## config.mk

```make
export PLATFORM = sky130hd
export DESIGN_NAME = branch_pred_ctrl_flat
export DESIGN_NICKNAME = d
export VERILOG_FILES = /design/src/rtl/branch_pred_ctrl_if.sv /design/src/rtl/branch_pred_ctrl.sv /design/src/flat_wrapper.sv
export SDC_FILE = /design/constraint.sdc
export NUM_CORES = 1
export LEC_CHECK = 0
export BUFFER_PORTS_ARGS = -buffer_cell sky130_fd_sc_hd__buf_2
export CAP_MARGIN = 15
export CORE_AREA = 3 3 89 91
export CTS_CLUSTER_SIZE = 25
export DETAILED_ROUTE_END_ITERATION = 8
export DIE_AREA = 0 0 92 94
export PLACE_DENSITY_LB_ADDON = 0.1
export SKIP_LAST_GASP = 1
export SLEW_MARGIN = 20
export SYNTH_ARGS = -nofsm -noshare
export SYNTH_HDL_FRONTEND = slang
export SYNTH_SLANG_ARGS = --single-unit
export TNS_END_PERCENT = 50
```

## constraint.sdc

```tcl
create_clock -name clk -period 4.1 [get_ports clk]
set_input_delay 0.82 -clock clk [delete_from_list [all_inputs] [get_ports clk]]
set_output_delay 0.82 -clock clk [all_outputs]
set_load 0.005 [all_outputs]
```

## src/rtl/branch_pred_ctrl_if.sv

```systemverilog
// Pipeline-side signal bundle for the branch predictor: IF lookup, ID resolve and redirect.
interface branch_pred_ctrl_if;
    logic [31:0] if_pc;
    logic        if_is_branch;
    logic        if_pred_taken;
    logic        id_valid;
    logic        id_is_beq;
    logic        id_stall;
    logic [31:0] id_pc;
    logic [31:0] id_target;
    logic        id_pred_taken;
    logic        cmp_eq;
    logic        mispredict;
    logic        flush_if;
    logic [31:0] redirect_pc;

    modport master (
        output if_pc, if_is_branch, id_valid, id_is_beq, id_stall,
               id_pc, id_target, id_pred_taken, cmp_eq,
        input  if_pred_taken, mispredict, flush_if, redirect_pc
    );

    modport slave (
        input  if_pc, if_is_branch, id_valid, id_is_beq, id_stall,
               id_pc, id_target, id_pred_taken, cmp_eq,
        output if_pred_taken, mispredict, flush_if, redirect_pc
    );
endinterface

```

## src/rtl/branch_pred_ctrl.sv

```systemverilog
// 2-bit saturating-counter branch predictor with ID-stage mispredict redirect.
// Optional statistics counters are enabled by defining BRANCH_PRED_STATS_EN.
module branch_pred_ctrl #(
    parameter int         IDX_W    = 4,
    parameter logic [1:0] CNT_INIT = 2'b01
) (
    input  logic               clk,
    input  logic               reset,
    branch_pred_ctrl_if.slave  bus
`ifdef BRANCH_PRED_STATS_EN
    ,
    output logic [31:0]        stat_branches,
    output logic [31:0]        stat_mispredicts
`endif
);

    localparam int DEPTH = 1 << IDX_W;

    logic [1:0]       cnt [DEPTH];
    logic [IDX_W-1:0] if_idx;
    logic [IDX_W-1:0] id_idx;
    logic             res;
    logic             mis;
    logic             unused_pc_bits;

    assign if_idx = bus.if_pc[IDX_W+1:2];
    assign id_idx = bus.id_pc[IDX_W+1:2];

    // Only the index field of the IF PC selects an entry; higher bits alias on purpose.
    assign unused_pc_bits = ^{bus.if_pc[31:IDX_W+2], bus.if_pc[1:0]};

    // A branch resolves only on the cycle it leaves ID; reset suppresses it.
    assign res = bus.id_valid & bus.id_is_beq & ~bus.id_stall & ~reset;
    assign mis = res & (bus.cmp_eq != bus.id_pred_taken);

    assign bus.mispredict = mis;
    assign bus.flush_if   = mis;

    always_comb begin
        bus.redirect_pc = 32'd0;
        if (mis) begin
            // Not-taken fallthrough skips the always-executed delay slot.
            bus.redirect_pc = bus.cmp_eq ? bus.id_target : bus.id_pc + 32'd8;
        end
    end

    // Zero-latency read of the pre-update value; no bypass from the ID write.
    assign bus.if_pred_taken = bus.if_is_branch & (reset ? CNT_INIT[1] : cnt[if_idx][1]);

    // NOTE: the table is a flop array, not a RAM, so every entry can be reset in one edge.
    always_ff @(posedge clk) begin
        if (reset) begin
            for (int i = 0; i < DEPTH; i++) begin
                cnt[i] <= CNT_INIT;
            end
        end else if (res) begin
            if (bus.cmp_eq && cnt[id_idx] != 2'b11) begin
                cnt[id_idx] <= cnt[id_idx] + 2'd1;
            end else if (!bus.cmp_eq && cnt[id_idx] != 2'b00) begin
                cnt[id_idx] <= cnt[id_idx] - 2'd1;
            end
        end
    end

`ifdef BRANCH_PRED_STATS_EN
    always_ff @(posedge clk) begin
        if (reset) begin
            stat_branches    <= 32'd0;
            stat_mispredicts <= 32'd0;
        end else begin
            if (res) stat_branches    <= stat_branches + 32'd1;
            if (mis) stat_mispredicts <= stat_mispredicts + 32'd1;
        end
    end
`endif

endmodule

```

## src/flat_wrapper.sv

```systemverilog
// flat-port wrapper written by rule: the top's interface ports become plain ports
module branch_pred_ctrl_flat 
#(
    parameter int         IDX_W    = 4,
    parameter logic [1:0] CNT_INIT = 2'b01
)
  (clk, reset, bus_if_pc, bus_if_is_branch, bus_id_valid, bus_id_is_beq, bus_id_stall, bus_id_pc, bus_id_target, bus_id_pred_taken, bus_cmp_eq, bus_if_pred_taken, bus_mispredict, bus_flush_if, bus_redirect_pc);
  branch_pred_ctrl_if bus_i ();
  input  logic clk;
  input  logic reset;
  input wire logic [$bits(bus_i.if_pc)-1:0] bus_if_pc;
  input wire logic [$bits(bus_i.if_is_branch)-1:0] bus_if_is_branch;
  input wire logic [$bits(bus_i.id_valid)-1:0] bus_id_valid;
  input wire logic [$bits(bus_i.id_is_beq)-1:0] bus_id_is_beq;
  input wire logic [$bits(bus_i.id_stall)-1:0] bus_id_stall;
  input wire logic [$bits(bus_i.id_pc)-1:0] bus_id_pc;
  input wire logic [$bits(bus_i.id_target)-1:0] bus_id_target;
  input wire logic [$bits(bus_i.id_pred_taken)-1:0] bus_id_pred_taken;
  input wire logic [$bits(bus_i.cmp_eq)-1:0] bus_cmp_eq;
  output wire logic [$bits(bus_i.if_pred_taken)-1:0] bus_if_pred_taken;
  output wire logic [$bits(bus_i.mispredict)-1:0] bus_mispredict;
  output wire logic [$bits(bus_i.flush_if)-1:0] bus_flush_if;
  output wire logic [$bits(bus_i.redirect_pc)-1:0] bus_redirect_pc;
  assign bus_i.if_pc = bus_if_pc;
  assign bus_i.if_is_branch = bus_if_is_branch;
  assign bus_i.id_valid = bus_id_valid;
  assign bus_i.id_is_beq = bus_id_is_beq;
  assign bus_i.id_stall = bus_id_stall;
  assign bus_i.id_pc = bus_id_pc;
  assign bus_i.id_target = bus_id_target;
  assign bus_i.id_pred_taken = bus_id_pred_taken;
  assign bus_i.cmp_eq = bus_cmp_eq;
  assign bus_if_pred_taken = bus_i.if_pred_taken;
  assign bus_mispredict = bus_i.mispredict;
  assign bus_flush_if = bus_i.flush_if;
  assign bus_redirect_pc = bus_i.redirect_pc;
  branch_pred_ctrl #(.IDX_W(IDX_W), .CNT_INIT(CNT_INIT)) u_core (.clk(clk), .reset(reset), .bus(bus_i));
endmodule
```

; Word-level counts from Yosys, hierarchy flattened
; Memory sizes are Yosys's and may differ from the RTL's.
; Cells that the tools add are included.
; W data, S select, Z words.
[op_classes]
n_addsub = 3
eq_ne = 2
n_mux = 18
n_bitwise = 8
reduce_logical = 5
[ops]
columns = operator, n
row1 = $mux W32, 2
row2 = $add A32 B4 Y32 const B, 1
row3 = $mux W1, 13
row4 = $and A1 B1 Y1, 5
row5 = $mux W2, 2
row6 = $mux W4, 1
row7 = $add A2 B1 Y2 const B, 1
row8 = $logic_and A1 B1 Y1, 2
row9 = $ne A2 B2 Y1 const B, 1
row10 = $not A1 Y1, 2
row11 = $reduce_bool A2 Y1, 1
row12 = $reduce_or A2 Y1, 1
row13 = $sub A2 B1 Y2 const B, 1
row14 = $logic_not A1 Y1, 1
row15 = $ne A1 B1 Y1, 1
row16 = $or A1 B1 Y1, 1
[word_totals]
register_bits = 0
mem_bits_rw = 32
in_bits = 104
output_inout_bits = 35
wordCells = 37
memories = 1
[mem_list]
columns = name, depth, word_bits, read_ports, rd_ports_with_merged_regs, write_ports, line_no
row1 = u_core.cnt, 16, 2, 2, 0, 16, branch_pred_ctrl.sv:19  ; logic [1:0] cnt [DEPTH];

; Depth between registers and ports, before layout
; Gate-level depths: netlist of run 1.
; An unclocked memory read counts as a cell.
[depth]
depth_word = 11
mapped_depth = 7
ltp_nobuf = 6

; Worst setup path before layout of run 1
; OpenSTA, ideal clock, no wires.
[synth_timing]
path_kind = input-to-output
start = in bus_id_pc[5]
end = out bus_redirect_pc[22]
t_arrival_ps = 2124
setup_slack_ps = 1156
cell_stages = 7
cell_sequence = buf_4 buf_4 and4_1 nand4_1 nor4_1 xnor2_1 a21oi_1
[synth_between]
elab_chain_cells = 3
[synth_rtl]
columns = item, line_no
row1 = "start, declared", flat_wrapper.sv:16  ; input wire logic [$bits(bus_i.id_pc)-1:0] bus_id_pc;
row2 = $add A32 B4 Y32, branch_pred_ctrl.sv:43  ; bus.redirect_pc = bus.cmp_eq ? bus.id_target : bus.id_pc + 32'd8;
row3 = $mux W32, branch_pred_ctrl.sv:43
row4 = $mux W32, branch_pred_ctrl.sv:41  ; if (mis) begin
row5 = "end, declared", flat_wrapper.sv:23  ; output wire logic [$bits(bus_i.redirect_pc)-1:0] bus_redirect_pc;
; Every way passes these cells.

; Final worst setup path of run 1
; Ends and elaborated chain as after synthesis.

==> metrics.md, run 1 <==
| Metric | Value |
|---|---|
| CP Capture Type | output port |
| Synth Flop Type | edfxtp_1 |
| Final hold vios | 0 |
| I/O pins | 139 |
| Total power draw | between 0.0007 and 0.0008 W |
| Leading area contributor after synthesis | edfxtp_1 |
| FMAX | 299 MHz |
| Nets@finish | 524 |
| Design Area, Final | 0.00357 mm² |
| Grt total ovfl | 0 |
| Die ar. | 0.00865 mm² |
| Worst setup path class | input port to output port |
| Cell Area, Synth | 0.00287 mm² |
| Register Area | 961 µm² |
| Endpoints failing setup | 0 |
| Crit path DAT | 2530 ps |
| Final WS setup | between 700 and 800 ps |
| Maxcap violations | 0 |
| Final setup TNS | 0 ps |
| DRC errors left | 0 |
| Status | finished clean |
| Num CTS Buffers | 5 |
| Top cells by area, synth | edfxtp_1 (33%), mux4_2 (10%), xnor2_1 (6.1%), a21oi_1 (4.7%), nor3_1 (4.7%) |
| Synth Register Bits | 32 |
| Syn Inst Count | about 320 |
| CP peak stage delay | 400 ps |
| Total track usage | 18.1% |
| Initial DRC count | between 60 and 70 |
| CTS tree | done |
| Max_slew headroom | 62.0% |
| Initial antenna violation count | 0 |
| Post-synth EDFFs | 32 |
| CP max-delay cell | nor4_1 |
| Port Buffers | 110 |
| Cell Area, Placed | 0.00349 mm² |
| Vias in the first global route | 2633 |
| Most used cell, CP | buf_2 |
| DRT Pass-1 Iters | 4 |
| Top cell type's share of synthesized area | 33.5% |
| Async S/R FF share, synth | 0% |
| Multi-input gate area | 0.00178 mm² |
| Final clock period utilization by the worst path | 81.6% |
| Biggest regs | u_core.cnt: 32 flops |
| Cell Rows | 31 |
| Cell Pwr Density | 219 mW/mm² |
| Min Tclk post-route | 3350 ps |
| Hold crit path type | input port to register |
| Final std cells w/o fill | 519 |
| Most common cell after layout, fill and taps aside | buf_2 |
| Leakage | roughly 1.4 nW |
| Largest net degree at the start of global routing | 35 |
| Clk sinks | 32 |
| Layout cells sized above 1 | 35.0% |
| H-tree depth | 2 |
| Bufs on Longest Clock Path | 2 |
| Max reg flops | 32 |
| Die X-Extent | 92 µm |
| Critical-path cell list | buf_2, and4_1, nand4_1, nor4_1, xnor2_1, a21oi_1, buf_2 |
| CTS resizes | 0 |
| Synth Warn # | 0 |
| Via density | ~5.3 |
| Worst clock skew | 2.39 ps |
| Clk root buf | clkbuf_8 |
| Reg with most FFs | u_core.cnt |
| Worst skew pair latency | 280 ps |
| First-pass GRT wire length | around 13000 µm |
| Post-CTS Hold Buffers | 0 |
| Setup Buffers After CTS | 0 |
| Die height | 94 µm |
| Final wirelength | 7880 µm |
| Inst Count DP | between 500 and 600 |
| RSZ-0062 raised after global routing | no |
| Syn_area_per_cell | 9.08 µm² |
| Via count | 2730 |
| Synth-to-Final Area Change | 24.4% |
| GP Congestion | 0.796 |
| Critical Path Start Type | input port |
| CP required | 3280 ps |
| Reg clk slew, reported paths | 60 ps |
| Routed Antenna Nets | 0 |
| Core Region | 0.00721 mm² |
| Pins Over Slew Limit | 0 |
| Ant. Diodes | 0 |
| Commonest cells after routing, fill and taps aside | buf_2 (110), edfxtp_1 (32), nand2_1 (31) |
| Post-DP HPWL | 6170 µm |
| Crit Path Max Fanout | 17 |
| Worst-margin pin slew | 568 ps |
| Syn nets | between 400 and 500 |
| Distinct cells, synth | 40 |
| Post-synthesis sequential area ratio | 33.5% |
| DR WL/cell | 15.2 µm |
| Dpl ws | slightly above 700 ps |
| Fill count | approximately 700 |
| Worst VDD drop | 0.233 mV |
| Starting Density | 39.8% |
-- Yosys cell counts (all sizes together) (2+ instances only) --
library cell / instances
a21oi: 28
inv: 7
mux2i: 9
nor3: 27
a31o: 3
nand4: 7
edfxtp: 32
xnor2: 20
clkbuf: 12
nor2b: 4
nand2: 31
xor2: 10
buf: 8
a21o: 12
and3: 3
mux4: 13
nor4: 6
nand3: 13
nor2: 32
and4: 6
a211oi: 2
o21ai: 19
nand2b: 2
-- report_power, final --
part	total, W	internal, W	leakage (nW)	switching (W)
Clock	0.000226	0.000118	0.0399	0.000108
Sequential	0.000369	0.000366	0.277	0.00000331
Combinational	0.000187	0.0000821	1.11	0.000104
Total	0.000781	0.000566	1.42	0.000215
-- per-layer routing --
metal / up-vias / part of all wire [%] / track usage [%] / wire length, µm
met5: - / 0 / 0 / 0
met4: 0 / 0.63 / 3.71 / 50
met3: 4 / 7.6 / 3.29 / 601
met2: 98 / 49 / 31.8 / 3840
met1: 1249 / 43 / 23.4 / 3390
li1: 1379 / - / - / -
-- worst max-delay path: cells and delay by family --
| kind | cells | cell delay [ps] |
|---|---|---|
| AO/OA/AOI/OAI | 1 | 80 |
| XOR/XNOR | 1 | 170 |
| buffers and inverters | 2 | 450 |
| AND/OR/NAND/NOR | 3 | 1000 |
-- per-stage QoR --
stage | utilization (%) | hold slack (ps)
5_1_grt | 49.5 | 962
4_1_cts | 49.5 | 932
3_3_place_gp | 48.4 | 1100
6_report | 49.5 | 933
3_5_place_dp | 48.4 | 1100
2_1_floorplan | - | 991
-- path summary, 6_finish.rpt --
path	startpoint	end	slack, ps	cells after the start
max reg2reg	u_core.cnt[11][0]$_SDFFCE_PN1P_	u_core.cnt[11][1]$_SDFFCE_PN0P_	1880	5
max	bus_id_pc[5]	bus_redirect_pc[22]	750	7
min	bus_id_pc[3]	u_core.cnt[11][0]$_SDFFCE_PN1P_	930	2
min reg2reg	u_core.cnt[9][1]$_SDFFCE_PN0P_	u_core.cnt[0][0]$_SDFFCE_PN1P_	1120	5
-- cell families (layout without fill, tap and decap cells) --
family	after synthesis	after routing	share of synthesized area (%)
AND/OR/NAND/NOR	138	138	24.5
AO/OA/AOI/OAI	65	65	13.3
flip-flops	32	32	33.5
XOR/XNOR	30	30	9.16
buffers and inverters	28	132	4.49
multiplexers	22	22	14.7
adder cells (fa/ha/maj)	1	1	0.436
-- area by class of cell --
cell class | count | area share, %
multi-input cells | 256 | 49.8
clock buffers | 7 | 2.14
well taps | 99 | 3.47
inverters | 8 | 0.841
flip-flops and latches | 32 | 26.9
clock inverters | 1 | 0.105
repair buffers | 116 | 16.7
Note: power is estimated with default switching activity, not from simulation.
==> run 2, diff against run 1 <==
==> constraint.sdc (replaced) <==
create_clock -name clk -period 2.8 [get_ports clk]
set_input_delay 0.56 -clock clk [delete_from_list [all_inputs] [get_ports clk]]
set_output_delay 0.56 -clock clk [all_outputs]
set_load 0.005 [all_outputs]
==> run 2 against run 1 <==
Via count is 4.8% higher; global-route usage is 0.85 points higher; power is 50% higher; clock skew is 0.83 ps lower; clock-buffer cell count stayed put; design area is 4.6% higher; non-clock buffer count is 17 higher; largest cell class unchanged; first-iteration DRC count is 26% higher; worst hold slack worse by 180 ps; critical path type unchanged; clock power is 46% higher.
==> metrics.md, run 2 (synthesis results as in run 1) <==
| Metric | Value |
|---|---|
| Status | finished clean |
| Hold path start | bus_id_pc[3] |
| Worst-margin pin slew | 486 ps |
| Commonest cells after routing, fill and taps aside | buf_2 (110), edfxtp_1 (32), nand2_1 (31) |
| Via count | 2860 |
| Largest net degree at the start of global routing | 35 |
| Clk root buf | clkbuf_8 |
| FMAX | 369 MHz |
| Worst Hold Depth | 3 |
| H-tree depth | 2 |
| Min Tclk post-route | 2710 ps |
| Routed Antenna Nets | 0 |
| CTS resizes | 0 |
| Hold crit path type | input port to register |
| R2r endpoint | u_core.cnt[7][1]$_SDFFCE_PN0P_ |
| Starting Density | 39.8% |
| Maxcap violations | 0 |
| CP peak stage delay | roughly 290 ps |
| Design Area, Final | 0.00373 mm² |
| Critical-path cell list | buf_2, ha_1, and4_1, nand4_1, nor3_1, xnor2_1, a21oi_1, buf_2 |
| GP Congestion | 0.803 |
| Final std cells w/o fill | 536 |
| I/O pins | ~140 |
| Initial DRC count | 86 |
| First-pass GRT wire length | between 10000 and 15000 µm |
| Worst VDD drop | 0.307 mV |
| Worst r2r path cells | 5 |
| Final wirelength | 8180 µm |
| Reg clk slew, reported paths | approximately 60 ps |
| Most used cell, CP | buf_2 |
| CP bufs+invs | 2 |
| Fill count | around 700 |
| Die ar. | roughly 0.0086 mm² |
| Most common cell after layout, fill and taps aside | buf_2 |
| Top delay family on crit path | simple AND/OR/NAND/NOR gates |
| Layout cells sized above 1 | 38.0% |
| Pins Over Slew Limit | 0 |
| Critical Path Start Type | input port |
| Cell Rows | 31 |
| Ant. Diodes | 0 |
| Cell Area, Placed | 0.00364 mm² |
| Final hold vios | 0 |
| Num CTS Buffers | 5 |
| Biggest regs | u_core.cnt: 32 flops |
| Register Area | 961 µm² |
| CTS tree | done |
| Final setup TNS | 0 ps |
| WHS Endpoint | u_core.cnt[11][0]$_SDFFCE_PN1P_ |
| Reg with most FFs | u_core.cnt |
| Port Buffers | 110 |
| Die height | 94 µm |
| Max reg flops | 32 |
| Bufs on Longest Clock Path | 2 |
| Vias in the first global route | roughly 2800 |
| Total track usage | 19.0% |
| RSZ-0062 raised after global routing | yes |
| Synth-to-Final Area Change | 30.1% |
| Setup Buffers After CTS | 0 |
| Initial antenna violation count | 0 |
| Final clock period utilization by the worst path | 96.7% |
| Layout Utilization | 51.8% |
| Via density | approximately 5.3 |
| Post-CTS Hold Buffers | 0 |
| Final WS setup | 92.8 ps |
| Endpoints failing setup | 0 |
| Die X-Extent | 92 µm |
| CP required | 2240 ps |
| DRC errors left | 0 |
| CP Capture Type | output port |
| Cell Pwr Density | 313 mW/mm² |
| Clk sinks | 32 |
| Crit Path Max Fanout | 8 |
| Multi-input gate area | 0.00179 mm² |
| Crit path DAT | roughly 2200 ps |
| Max_slew headroom | 67.5% |
| R2r setup slk | 740 ps |
| DRT Pass-1 Iters | 6 |
| Worst setup path class | input port to output port |
| FF-to-FF Start | u_core.cnt[13][1]$_SDFFCE_PN0P_ |
| DR WL/cell | about 15 µm |
| Grt total ovfl | 0 |
| Inst Count DP | 528 |
| Worst clock skew | 1.57 ps |
| Nets@finish | 541 |
| Worst skew pair latency | between 200 and 300 ps |
| Leakage | 1.52 nW |
| Post-DP HPWL | 6510 µm |
| Core Region | 0.00721 mm² |
| Dpl ws | 56.4 ps |
| CP max-delay cell | nor3_1 |
-- run 2: changes by cell type in the layout (fill, tap and decap cells not counted) --
cell / change
buf_4: +15
buf_12: +2
nor3_1: -1
nor3_2: +1
nor4_1: -1
nor4_2: +1
-- run 2: layout make-up --
class / count / share of cell area [%]
Timing Repair Buffer: 133 / 20.0
Multi-Input combinational cell: 256 / 48.0
Clock inverter: 1 / 0.101
Clock buffer: 7 / 2.04
Sequential cell: 32 / 25.7
Inverter: 8 / 0.804
Tap cell: 99 / 3.32
-- run 2: worst max path at each step --
stage                                                  to          from  slack, ps  depth (start not counted)
final                                 bus_redirect_pc[23]  bus_id_pc[4]         90                          8
after global routing                  bus_redirect_pc[23]  bus_id_pc[4]        -70                          8
after CTS                             bus_redirect_pc[19]  bus_id_pc[4]         60                          8
after detailed placement              bus_redirect_pc[19]  bus_id_pc[4]         60                          8
after global placement    u_core.cnt[11][1]$_SDFFCE_PN0P_  bus_id_pc[2]         90                          7
after floorplan                       bus_redirect_pc[22]  bus_id_pc[5]        380                          7
-- run 2: routing by layer --
layer | GRT usage (%) | part of all wire [%] | wire (µm) | vias to the layer above
met5 | 0 | 0 | 0 | -
met4 | 4.95 | 1.2 | 95 | 0
met1 | 24.1 | 42 | 3430 | 1320
li1 | - | - | - | 1411
met2 | 33.5 | 49 | 4030 | 120
met3 | 3.29 | 7.7 | 634 | 9
-- run 2: per-stage QoR --
step                total power [W]  hold WS [ps]
detailed placement         0.000850          1040
CTS                         0.00118           748
finish                      0.00117           755
floorplan                  0.000712           819
global placement           0.000846          1040
global route                0.00123           768
-- run 2: where the power goes --
part           internal [W]  total [W]  switching [W]
combinational      0.000141   0.000301       0.000160
clock              0.000173   0.000329       0.000156
sequential         0.000535   0.000540     0.00000484
total              0.000849    0.00117       0.000321
-- run 2: worst reg2reg max path, delay by kind of cell (launching register included) --
kind | cells | cell delay [ps]
AOI/OAI and AO/OA | 1 | 210
muxes | 2 | 760
DFF | 1 | 410
and+or+nand+nor | 2 | 400
==> run 3, diff against run 2 <==
==> constraint.sdc (replaced) <==
create_clock -name clk -period 2.8 [get_ports clk]
set_input_delay 0.28 -clock clk [delete_from_list [all_inputs] [get_ports clk]]
set_output_delay 0.28 -clock clk [all_outputs]
set_load 0.005 [all_outputs]
==> run 3 against run 2 <==
Largest cell class unchanged; clock skew rose by 3.8 ps; clock-buffer cell count fell by 2; register-to-register slack got worse by 50 ps; critical path type unchanged; utilization fell by 2.2 points; non-clock buffer count fell by 15; global-route usage fell by 0.70 points; setup slack improved by 410 ps.
==> metrics.md, run 3 (synthesis results as in run 1) <==
| Metric | Value |
|---|---|
| Largest net degree at the start of global routing | 35 |
| Die X-Extent | 92 µm |
| DRT Pass-1 Iters | 4 |
| Max reg flops | 32 |
| Reg with most FFs | u_core.cnt |
| Num CTS Buffers | 5 |
| Reg clk slew, reported paths | 60 ps |
| Final setup TNS | 0 ps |
| Worst VDD drop | 0.313 mV |
| GP Congestion | 0.785 |
| Maxcap violations | 0 |
| Biggest regs | u_core.cnt: 32 flops |
| Initial antenna violation count | 0 |
| Total power draw | 0.00113 W |
| Pins Over Slew Limit | 0 |
| Grt total ovfl | 0 |
| Starting Density | 39.8% |
| Min Tclk post-route | 2300 ps |
| Via density | 5.36 |
| Bufs on Longest Clock Path | 2 |
| Worst clock skew | 5.33 ps |
| Cell Area, Placed | about 0.0035 mm² |
| H-tree depth | 2 |
| Final clock period utilization by the worst path | 82.0% |
| Total track usage | 18.3% |
| Max_slew headroom | 64.2% |
| Final hold vios | 0 |
| Worst setup path class | input port to output port |
| Clk root buf | clkbuf_8 |
| Routed Antenna Nets | 0 |
| Worst skew pair latency | 280 ps |
| Final wirelength | about 7900 µm |
| Endpoints failing setup | 0 |
| Core Region | 0.00721 mm² |
| Crit Path Max Fanout | 17 |
| RSZ-0062 raised after global routing | no |
| Hold slack | 394 ps |
| Via count | 2779 |
| Initial DRC count | 60 |
| Post-DP HPWL | between 6000 and 7000 µm |
| Design Area, Final | between 0.003 and 0.004 mm² |
| CTS tree | done |
| Commonest cells after routing, fill and taps aside | buf_2 (110), edfxtp_1 (32), nand2_1 (31) |
| Layout cells sized above 1 | ~36% |
| FMAX | approximately 440 MHz |
| Die height | approximately 94 µm |
| Worst-margin pin slew | approximately 540 ps |
| Nets@finish | between 500 and 600 |
| Cell Pwr Density | 315 mW/mm² |
| Synth-to-Final Area Change | 24.6% |
| Leakage | 1.43 nW |
| Clk sinks | 32 |
| DR WL/cell | 15.3 µm |
| Port Buffers | 110 |
| Die ar. | a little under 0.009 mm² |
| Setup Buffers After CTS | 0 |
| Post-CTS Hold Buffers | 0 |
| Ant. Diodes | 0 |
| I/O pins | 139 |
| CP required | 2520 ps |
| Critical Path Start Type | input port |
| DRC errors left | 0 |
| Cell Rows | 31 |
| Status | finished clean |
| Hold crit path type | input port to register |
| First-pass GRT wire length | 12800 µm |
| Most common cell after layout, fill and taps aside | buf_2 |
| Crit path DAT | 2020 ps |
| CTS resizes | 0 |
| CP Capture Type | output port |
| Vias in the first global route | around 2600 |
run 3: per-layer routing:
metal / GRT usage [%] / routed length, µm / vias up
met5: 0 / 0 / -
met3: 4.33 / 655 / 7
li1: - / - / 1382
met2: 30.8 / 3680 / 109
met4: 4.46 / 74 / 0
met1: 23.8 / 3500 / 1281
run 3: cell type report:
cell class | count | area, µm²
Fill cell | 728 | 3640
Multi-Input combinational cell | 256 | 1780
Sequential cell | 32 | 961
Timing Repair Buffer | 118 | 611
Tap cell | 99 | 124
Clock buffer | 5 | 68.8
Inverter | 8 | 30.0
run 3: worst paths after layout:
path	start	to	slack (ps)	cells after the start
min	bus_id_pc[3]	u_core.cnt[11][0]$_SDFFCE_PN1P_	390	2
max	bus_id_pc[5]	bus_redirect_pc[28]	500	7
min reg2reg	u_core.cnt[4][0]$_SDFFCE_PN1P_	u_core.cnt[6][0]$_SDFFCE_PN1P_	1140	5
max reg2reg	u_core.cnt[10][1]$_SDFFCE_PN0P_	u_core.cnt[11][1]$_SDFFCE_PN0P_	690	5
run 3: per-stage QoR:
stage | setup WS [ps] | std cells | utilization (%)
after floorplan | 844 | 316 | -
after detailed placement | 256 | 513 | 48.6
final | 504 | 518 | 49.5
after global placement | 244 | 513 | 48.6
after CTS | 488 | 518 | 49.5
after global routing | 290 | 518 | 49.5
run 3: worst max-delay path, cell delays in order:
cell,delay (ps)
buf_2,320
and4_1,340
nand4_1,260
nor4_1,410
xnor2_1,130
a21oi_1,150
buf_2,120
run 3: where the power goes:
part	internal, W	switching (W)	total (W)
Combinational	0.000122	0.000154	0.000276
Sequential	0.000535	0.00000493	0.000540
Clock	0.000160	0.000149	0.000309
Total	0.000817	0.000308	0.00113
